[config.mk]
export PLATFORM = sky130hd
export DESIGN_NAME = interrupt_controller_flat
export DESIGN_NICKNAME = d
export VERILOG_FILES = /design/src/rtl/intr_pkg.sv /design/src/rtl/interrupt_controller_if.sv /design/src/rtl/irq_sync_edge.sv /design/src/rtl/interrupt_controller.sv /design/src/flat_wrapper.sv
export SDC_FILE = /design/constraint.sdc
export NUM_CORES = 1
export LEC_CHECK = 0
export ABC_AREA = 1
export CAP_MARGIN = 20
export CORE_MARGIN = 2
export CORE_UTILIZATION = 25
export CTS_BUF_LIST = sky130_fd_sc_hd__clkbuf_4
export DETAILED_ROUTE_END_ITERATION = 10
export GPL_TIMING_DRIVEN = 0
export PLACE_DENSITY = 0.57
export SLEW_MARGIN = 20
export SYNTH_ARGS = -nofsm -noshare
export SYNTH_HDL_FRONTEND = slang
export SYNTH_SLANG_ARGS = --single-unit
export TNS_END_PERCENT = 5
[constraint.sdc]
create_clock -name clk -period 1.4 [get_ports clk]
set_input_delay 0.28 -clock clk [delete_from_list [all_inputs] [get_ports clk]]
set_output_delay 0.28 -clock clk [all_outputs]
set_load 0.05 [all_outputs]
[src/rtl/intr_pkg.sv]
// Shared types and defaults for the interrupt controller.
package intr_pkg;

  localparam int unsigned NumSrcDefault = 4;

  typedef enum logic [1:0] {
    StIdle,
    StAssert,
    StWaitAck,
    StClear
  } intr_state_e;

endpackage

[src/rtl/interrupt_controller_if.sv]
// CPU-facing signal bundle of the interrupt controller.
interface interrupt_controller_if #(
  parameter int unsigned NUM_SRC = intr_pkg::NumSrcDefault,
  parameter int unsigned ID_W    = $clog2(NUM_SRC)
);

  logic [NUM_SRC-1:0] irq_in;
  logic [NUM_SRC-1:0] irq_mask;
  logic               int_ack;
  logic               intr;
  logic [ID_W-1:0]    int_id;
  logic [NUM_SRC-1:0] pending;

  modport master (
    input  irq_in,
    input  irq_mask,
    input  int_ack,
    output intr,
    output int_id,
    output pending
  );

  modport slave (
    output irq_in,
    output irq_mask,
    output int_ack,
    input  intr,
    input  int_id,
    input  pending
  );

endinterface

[src/rtl/irq_sync_edge.sv]
// Two-flop synchronizer for one interrupt line plus a rising-edge detector.
module irq_sync_edge (
  input  logic clk,
  input  logic rst,
  input  logic irq_i,
  output logic rise_o
);

  logic sync1_q;
  logic sync2_q;
  logic edge_q;

  // edge_q resets low so a line held high across reset release reads as a new edge.
  always_ff @(posedge clk or posedge rst) begin
    if (rst) begin
      sync1_q <= 1'b0;
      sync2_q <= 1'b0;
      edge_q  <= 1'b0;
    end else begin
      sync1_q <= irq_i;
      sync2_q <= sync1_q;
      edge_q  <= sync2_q;
    end
  end

  assign rise_o = sync2_q & ~edge_q;

endmodule

[src/rtl/interrupt_controller.sv]
// Edge-triggered interrupt controller: pending flags, fixed lowest-index priority, ack handshake.
module interrupt_controller
  import intr_pkg::*;
#(
  parameter int unsigned NUM_SRC = NumSrcDefault,
  parameter int unsigned ID_W    = $clog2(NUM_SRC)
) (
  input logic                     clk,
  input logic                     rst,
  interrupt_controller_if.master  bus_io
);

  intr_state_e        state_q, state_d;
  logic               intr_q, intr_d;
  logic [ID_W-1:0]    int_id_q, int_id_d;
  logic [NUM_SRC-1:0] pending_q, pending_d;
  logic [NUM_SRC-1:0] rise;
  logic [NUM_SRC-1:0] req;
  logic [ID_W-1:0]    sel_id;
  logic               clr;

  for (genvar g = 0; g < NUM_SRC; g++) begin : g_sync
    irq_sync_edge u_sync (
      .clk    (clk),
      .rst    (rst),
      .irq_i  (bus_io.irq_in[g]),
      .rise_o (rise[g])
    );
  end

  assign req = pending_q & bus_io.irq_mask;

  // Lowest set index wins.
  always_comb begin
    sel_id = '0;
    for (int i = NUM_SRC - 1; i >= 0; i--) begin
      if (req[i]) begin
        sel_id = ID_W'(i);
      end
    end
  end

  always_comb begin
    state_d  = state_q;
    intr_d   = 1'b0;
    int_id_d = int_id_q;
    clr      = 1'b0;
    unique case (state_q)
      StIdle: begin
        if (|req) begin
          state_d  = StAssert;
          intr_d   = 1'b1;
          int_id_d = sel_id;
        end
      end
      StAssert: state_d = StWaitAck;
      StWaitAck: begin
        if (bus_io.int_ack) begin
          clr     = 1'b1;
          state_d = StClear;
        end
      end
      StClear: state_d = StIdle;
      default: state_d = StIdle;
    endcase
  end

  // Clear first, then OR in new edges so a coincident edge keeps the flag set.
  always_comb begin
    pending_d = pending_q;
    if (clr) begin
      pending_d[int_id_q] = 1'b0;
    end
    pending_d = pending_d | rise;
  end

  always_ff @(posedge clk or posedge rst) begin
    if (rst) begin
      state_q   <= StIdle;
      intr_q    <= 1'b0;
      int_id_q  <= '0;
      pending_q <= '0;
    end else begin
      state_q   <= state_d;
      intr_q    <= intr_d;
      int_id_q  <= int_id_d;
      pending_q <= pending_d;
    end
  end

  assign bus_io.intr    = intr_q;
  assign bus_io.int_id  = int_id_q;
  assign bus_io.pending = pending_q;

endmodule

[src/flat_wrapper.sv]
// flat-port wrapper written by rule: the top's interface ports become plain ports
module interrupt_controller_flat import intr_pkg::*;
#(
  parameter int unsigned NUM_SRC = NumSrcDefault,
  parameter int unsigned ID_W    = $clog2(NUM_SRC)
)
  (clk, rst, bus_io_irq_in, bus_io_irq_mask, bus_io_int_ack, bus_io_intr, bus_io_int_id, bus_io_pending);
  interrupt_controller_if #(.NUM_SRC(NUM_SRC), .ID_W(ID_W)) bus_io_i ();
  input logic clk;
  input logic rst;
  input wire logic [$bits(bus_io_i.irq_in)-1:0] bus_io_irq_in;
  input wire logic [$bits(bus_io_i.irq_mask)-1:0] bus_io_irq_mask;
  input wire logic [$bits(bus_io_i.int_ack)-1:0] bus_io_int_ack;
  output wire logic [$bits(bus_io_i.intr)-1:0] bus_io_intr;
  output wire logic [$bits(bus_io_i.int_id)-1:0] bus_io_int_id;
  output wire logic [$bits(bus_io_i.pending)-1:0] bus_io_pending;
  assign bus_io_i.irq_in = bus_io_irq_in;
  assign bus_io_i.irq_mask = bus_io_irq_mask;
  assign bus_io_i.int_ack = bus_io_int_ack;
  assign bus_io_intr = bus_io_i.intr;
  assign bus_io_int_id = bus_io_i.int_id;
  assign bus_io_pending = bus_io_i.pending;
  interrupt_controller #(.NUM_SRC(NUM_SRC), .ID_W(ID_W)) u_core (.clk(clk), .rst(rst), .bus_io(bus_io_i));
endmodule
# --- Yosys cells after proc, flatten, opt, wreduce, memory -nomap -nowiden ---
# Cells that the tools add are included.
classes:
  n_reduce_logical: 5
  n_lt_le_gt_ge: 2
  bitwise_logic: 12
  n_eq_ne: 5
  mux: 14
ops:
  columns: ["cell", "n"]
  rows:
  - ["$mux 2", 6]
  - ["$and 4x4->4", 2]
  - ["$pmux 2 s4", 1]
  - ["$mux 1", 5]
  - ["$and 1x1->1", 4]
  - ["$eq 2x2->1 const B", 2]
  - ["$mux 4", 1]
  - ["$not 1->1", 4]
  - ["$not 4->4", 1]
  - ["$or 4x4->4", 1]
  - ["$reduce_and 2->1", 2]
  - ["$reduce_or 4->1", 1]
  - ["$lt 2x3->1 const B", 1]
  - ["$demux 1 s2", 1]
  - ["$eq 2x1->1 const B", 1]
  - ["$ge 2x1->1 const B", 1]
  - ["$logic_not 2->1", 1]
  - ["$ne 2x1->1 const B", 1]
  - ["$ne 2x2->1 const B", 1]
  - ["$logic_and 1x1->1", 1]
word_totals:
  output_inout_bits: 7
  ff_bits: 21

# --- Depth between registers and ports, before layout ---
depth:
  depth_word: 8
  mapped_depth: 7
  ltp_nobuf: 7

# --- By module ---
# From an unflattened synthesis, not the netlist that was laid out.
hier_totals:
  cells_unflattened: 83
  area_unflattened_um2: 815.8
by_module_without_submodules:
  columns: ["mod", "cells_each", "n_inst", "area_per_inst_um2"]
  rows:
  - ["interrupt_controller", 59, 1, 460.4]
  - ["irq_sync_edge", 6, 4, 88.8]

# --- Worst setup path after synthesis ---
# No wires, ideal clock.
synth_path:
  path_kind: "reg-to-reg"
  from: "register u_core.pending_q[3], in the netlist u_core.bus_io.pending[3]"
  to: "register u_core.state_q[1]"
  setup_time_ns: 0.116
  path_buffers: 0
  stages_incl_launch_ff: 8
  period_less_slack_ns: 1.236
  path_slack_ns: 0.164
  arrival_ns: 1.120
  required_ns: 1.284
  cell_sequence: "dfrtp_1 nand2_1 nand2_2 nor2_4 nand2_2 nand2_2 nand2_1 nand2_1"
synth_via:
  elab_chain_len: 4
synth_rtl:
  columns: ["element", "line", "text"]
  rows:
  - ["from (decl)", "interrupt_controller.sv:16", "logic [NUM_SRC-1:0] pending_q, pending_d;"]
  - ["from (signal assigned)", "interrupt_controller.sv:87", "pending_q <= pending_d;"]
  - ["$and 4x4->4", "interrupt_controller.sv:31", "assign req = pending_q & bus_io.irq_mask;"]
  - ["$reduce_or 4->1", "interrupt_controller.sv:50", "if (|req) begin"]
  - ["$ne 2x1->1 (no source line)", null, null]
  - ["$reduce_and 2->1 (no source line)", null, null]
  - ["to (signal assigned)", "interrupt_controller.sv:79", "state_q <= StIdle;"]
  - ["to (signal assigned)", "interrupt_controller.sv:84", "state_q <= state_d;"]
  - ["to (decl)", "interrupt_controller.sv:13", "intr_state_e state_q, state_d;"]
# No other way between the ends.
# A chain may end at the register's enable or synchronous reset.

# --- Final worst setup path ---
layout_path:
  from: "register u_core.int_id_q[1], in the netlist u_core.bus_io.int_id[1]"
  to: "output bus_io_int_id[1]"
layout_lines:
  columns: ["element", "line", "text"]
  rows:
  - ["from (decl)", "interrupt_controller.sv:15", "logic [ID_W-1:0] int_id_q, int_id_d;"]
  - ["from (signal assigned)", "interrupt_controller.sv:86", "int_id_q <= int_id_d;"]
  - ["to (decl)", "flat_wrapper.sv:15", "output wire logic [$bits(bus_io_i.int_id)-1:0] bus_io_int_id;"]
# No word-level cell between the ends.

==> implementation parameters <==
Parameter                              Value

Pwr
  Worst supply voltage drop on vdd ... 0.6633 mV
  Pwr/cell area ... 1903 mW/mm²
  Total power ... 1931 µW
  Pleak ... 0.0004702 µW

Run status
  Run status ... complete, no violations

Finish
  Count of filler cells inserted in the layout ... 337
  Sequential cell area ... 525.5 µm²
  Share of layout cells above drive strength 1 ... 0.2258
  Number of nets at the end of the flow ... 107
  Combined area of the multi-input logic cells ... 221.5 µm²
  P&R area growth vs syn ... 28.73%
  Antenna cell count ... 0

STA
  Final hold violation count ... 0
  Setup repair after global routing missed its margin ... no
  Final critical-path share of the clock period ... 0.9377
  Clock skew after layout ... 0.0008753 ns
  Number of max-slew violations in the final report ... 0
  Number of failing setup endpoints in the final timing report ... 0
  Slew at the pin closest to its max-slew limit ... 0.7613 ns
  Slew Limit Headroom ... 0.4919
  Achievable Freq ... 761.7 MHz
  Final critical-path setup slack ... 0.08716 ns
  Minimum period implied by the final worst setup slack ... 1.313 ns

Synth
  Cell type with the highest aggregate area in the netlist ... sky130_fd_sc_hd__dfrtp_1
  Count of synthesis-stage warnings from yosys ... 0
  Top cells by area in the synthesized netlist ... sky130_fd_sc_hd__dfrtp_1 (67%), sky130_fd_sc_hd__nand2_1 (5.7%), sky130_fd_sc_hd__nand2_2 (5.6%), sky130_fd_sc_hd__inv_1 (5.2%), sky130_fd_sc_hd__o21ai_0 (3.8%)
  Top cell type's share of synthesized area ... 0.6667
  Total standard cell area after synthesis ... 788.3 µm²
  Net count after synthesis ... 85
  Total of flip-flops plus latches after synthesis ... 21
  Syn avg cell area ... 10.95 µm²
  Yosys cell types ... 13
  Sequential element share of the synthesized area ... 0.6667
  Number of instances in the synthesized netlist ... 72

Floorplanning
  Rows ... 20
  Placeable core region ... 0.003028 mm²
  Initial core utilization ... 0.2603
  I/O pins ... 18
  Die Y-Extent ... 60.15 µm
  DIE WIDTH ... 60.15 µm
  Overall die area ... 0.003618 mm²

Routing
  Average via count per standard cell ... 3.876
  Wirelength per Cell ... 9.577 µm
  Detailed-route via count ... 531
  Antenna-violating nets left ... 0
  Total wire length after detailed routing ... 1312 µm
  DRT iter0 DRCs ... 4
  Router iterations before antenna repair ... 2
  Residual DRC count ... 0

Worst setup path
  Endpoint class of the critical path ... output pin
  Worst endpoint data arrival time ... 1.03 ns
  Critical path required time ... 1.12 ns
  Crit Path Category ... reg -> out
  Timing startpoint of the critical path ... u_core.bus_io.int_id[1]
  Largest fanout on the critical path ... 5
  Worst setup path end ... bus_io_int_id[1]
  Top cell family by delay on the critical path ... flip-flops
  Cells traversed along the worst timing path ... buf_2
  Worst R2R Start ... u_core.state_q[0]
  Register-to-register setup slack ... 0.14 ns
  Critical R2R Capture ... u_core.bus_io.pending[2]
  Critical path's slowest cell ... sky130_fd_sc_hd__dfrtp_1
  Element type at the critical path start ... register
  Length in cells of the worst reg-to-reg path ... 6
  Delay contributed by the slowest stage of the critical path ... 0.44 ns
  Buffers and inverters on the worst path ... 1
  Number of gates on the worst path with buffers counted ... 1

Place
  Gp weighted congestion ... 0.6929
  Worst slack, placed ... -0.1058 ns
  Port bufs ... 17
  Placed wire-length estimate after detailed placement ... 1024 µm

Clock tree
  Sinks on the clock net ... 21
  Insertion delay of the later-clocked pin in the worst-skew pair ... 0.30 ns
  Clock Pin Slew Worst Setup and Hold Paths ... 0.12 ns
  Bufs on Longest Clock Path ... 2
  Number of buffers created by CTS ... 3
  Max H-tree Level ... 1
  Clock tree from TritonCTS ... built
  Clock root buffer ... sky130_fd_sc_hd__clkbuf_4

Global route
  Global-route wire length before repair ... 2332 µm
  Largest net degree at the start of global routing ... 22
  GRT Resource Usage Total ... 0.08776
  Total global routing overflow ... 0
  Number of global-route vias before repair ... 588
  Number of antenna violations at the first check in global routing ... 0

Min path
  Min-delay worst type ... reg -> reg

Flow run
  Max-cap viol count ... 0
[sequential cells by signal, summed over array words and instances, names as in the netlist]
name	flops
u_core.g_sync.u_sync.edge_q	4
u_core.bus_io.int_id	2
u_core.g_sync.u_sync.sync1_q	4
u_core.bus_io.intr	1
u_core.state_q	2
u_core.g_sync.u_sync.sync2_q	4
u_core.bus_io.pending	4
[worst reg2reg max path: stages, from the launching register on]
cell	delay, ns
sky130_fd_sc_hd__dfrtp_1	0.40
sky130_fd_sc_hd__inv_1	0.08
sky130_fd_sc_hd__ha_1	0.17
sky130_fd_sc_hd__nand2_1	0.09
sky130_fd_sc_hd__or2_1	0.23
sky130_fd_sc_hd__o21ai_1	0.12
sky130_fd_sc_hd__o21ai_1	0.07
[cell type report]
class / count / share of cell area
Clock buffer: 3 / 0.02219
Clock inverter: 1 / 0.007398
Inverter: 11 / 0.04069
Multi-Input combinational cell: 40 / 0.2182
Sequential cell: 21 / 0.5179
Tap cell: 44 / 0.05425
Timing Repair Buffer: 17 / 0.1393
[per-layer routing]
layer / global-route usage / vias up / wire length [µm]
li1: - / 264 / -
met1: 0.08808 / 253 / 499
met2: 0.1630 / 12 / 725
met3: 0.04113 / 2 / 78
met4: 0.01905 / 0 / 9
met5: 0 / - / 0
[worst min-delay path by stage]
stage                                          startpoint                         endpoint  cells after the start
after floorplan                                       rst          u_core.bus_io.int_id[0]                      1
after global placement    u_core.g_sync[1].u_sync.sync1_q  u_core.g_sync[1].u_sync.sync2_q                      0
after detailed placement  u_core.g_sync[1].u_sync.sync1_q  u_core.g_sync[1].u_sync.sync2_q                      0
after CTS                 u_core.g_sync[1].u_sync.sync1_q  u_core.g_sync[1].u_sync.sync2_q                      0
after global routing                     bus_io_irq_in[2]  u_core.g_sync[2].u_sync.sync1_q                      1
final                     u_core.g_sync[0].u_sync.sync1_q  u_core.g_sync[0].u_sync.sync2_q                      0
[cells in the mapped netlist]
cell type	instances
sky130_fd_sc_hd__or2_1	1
sky130_fd_sc_hd__ha_1	2
sky130_fd_sc_hd__or2_4	1
sky130_fd_sc_hd__nor2_4	1
sky130_fd_sc_hd__nor2_2	1
sky130_fd_sc_hd__o21ai_1	4
sky130_fd_sc_hd__dfrtp_1	21
sky130_fd_sc_hd__nand2_2	7
sky130_fd_sc_hd__nand3_1	4
sky130_fd_sc_hd__a21oi_1	1
sky130_fd_sc_hd__o21ai_0	6
sky130_fd_sc_hd__inv_1	11
sky130_fd_sc_hd__nand2_1	12
[report_power, final]
part           internal, µW  switching, µW  leakage (µW)  total [µW]
Clock                   109            188     0.0000139         297
Sequential              733           97.8      0.000238         830
Combinational           248            556      0.000218         804
[kinds of logic after synthesis]
logic type,Yosys count,share of synthesized area
adders and majority gates,2,0.03174
buffers and inverters,11,0.05238
AOI/OAI and AO/OA,11,0.06984
DFF,21,0.6667
and+or+nand+nor,27,0.1794
[metrics by stage]
| stage | util | setup TNS [ns] | hold WS [ns] | instance area (µm²) | std cells |
|---|---|---|---|---|---|
| after floorplan | - | 0 | 0.2565 | 788.3 | 72 |
| after global placement | 0.3347 | -0.4822 | 0.3338 | 1013 | 133 |
| after detailed placement | 0.3347 | -0.5164 | 0.3373 | 1013 | 133 |
| after CTS | 0.3413 | 0 | 0.3669 | 1033 | 137 |
| after global routing | 0.3351 | 0 | 0.3740 | 1015 | 137 |
| final | 0.3351 | 0 | 0.3618 | 1015 | 137 |
[cells in the final DEF, fill, tap and decap left out, drive strengths merged, types with 2 or more instances in the layout]
cell type,netlist,layout
nor2,2,2
nand3,4,4
inv,11,11
buf,0,6
clkbuf,0,3
o21ai,10,10
or2,2,2
nand2,19,19
ha,2,2
clkdlybuf4s50,0,10
dfrtp,21,21
[repair_timing]
item | 4_1_cts | 5_1_grt
hold buffers | 0 | 0
setup endpoints to repair | 7 | 3
setup buffers | 0 | 0
gates resized for setup | 27 | 6
cloned | 0 | 0
(Power assumes the default switching activity.)
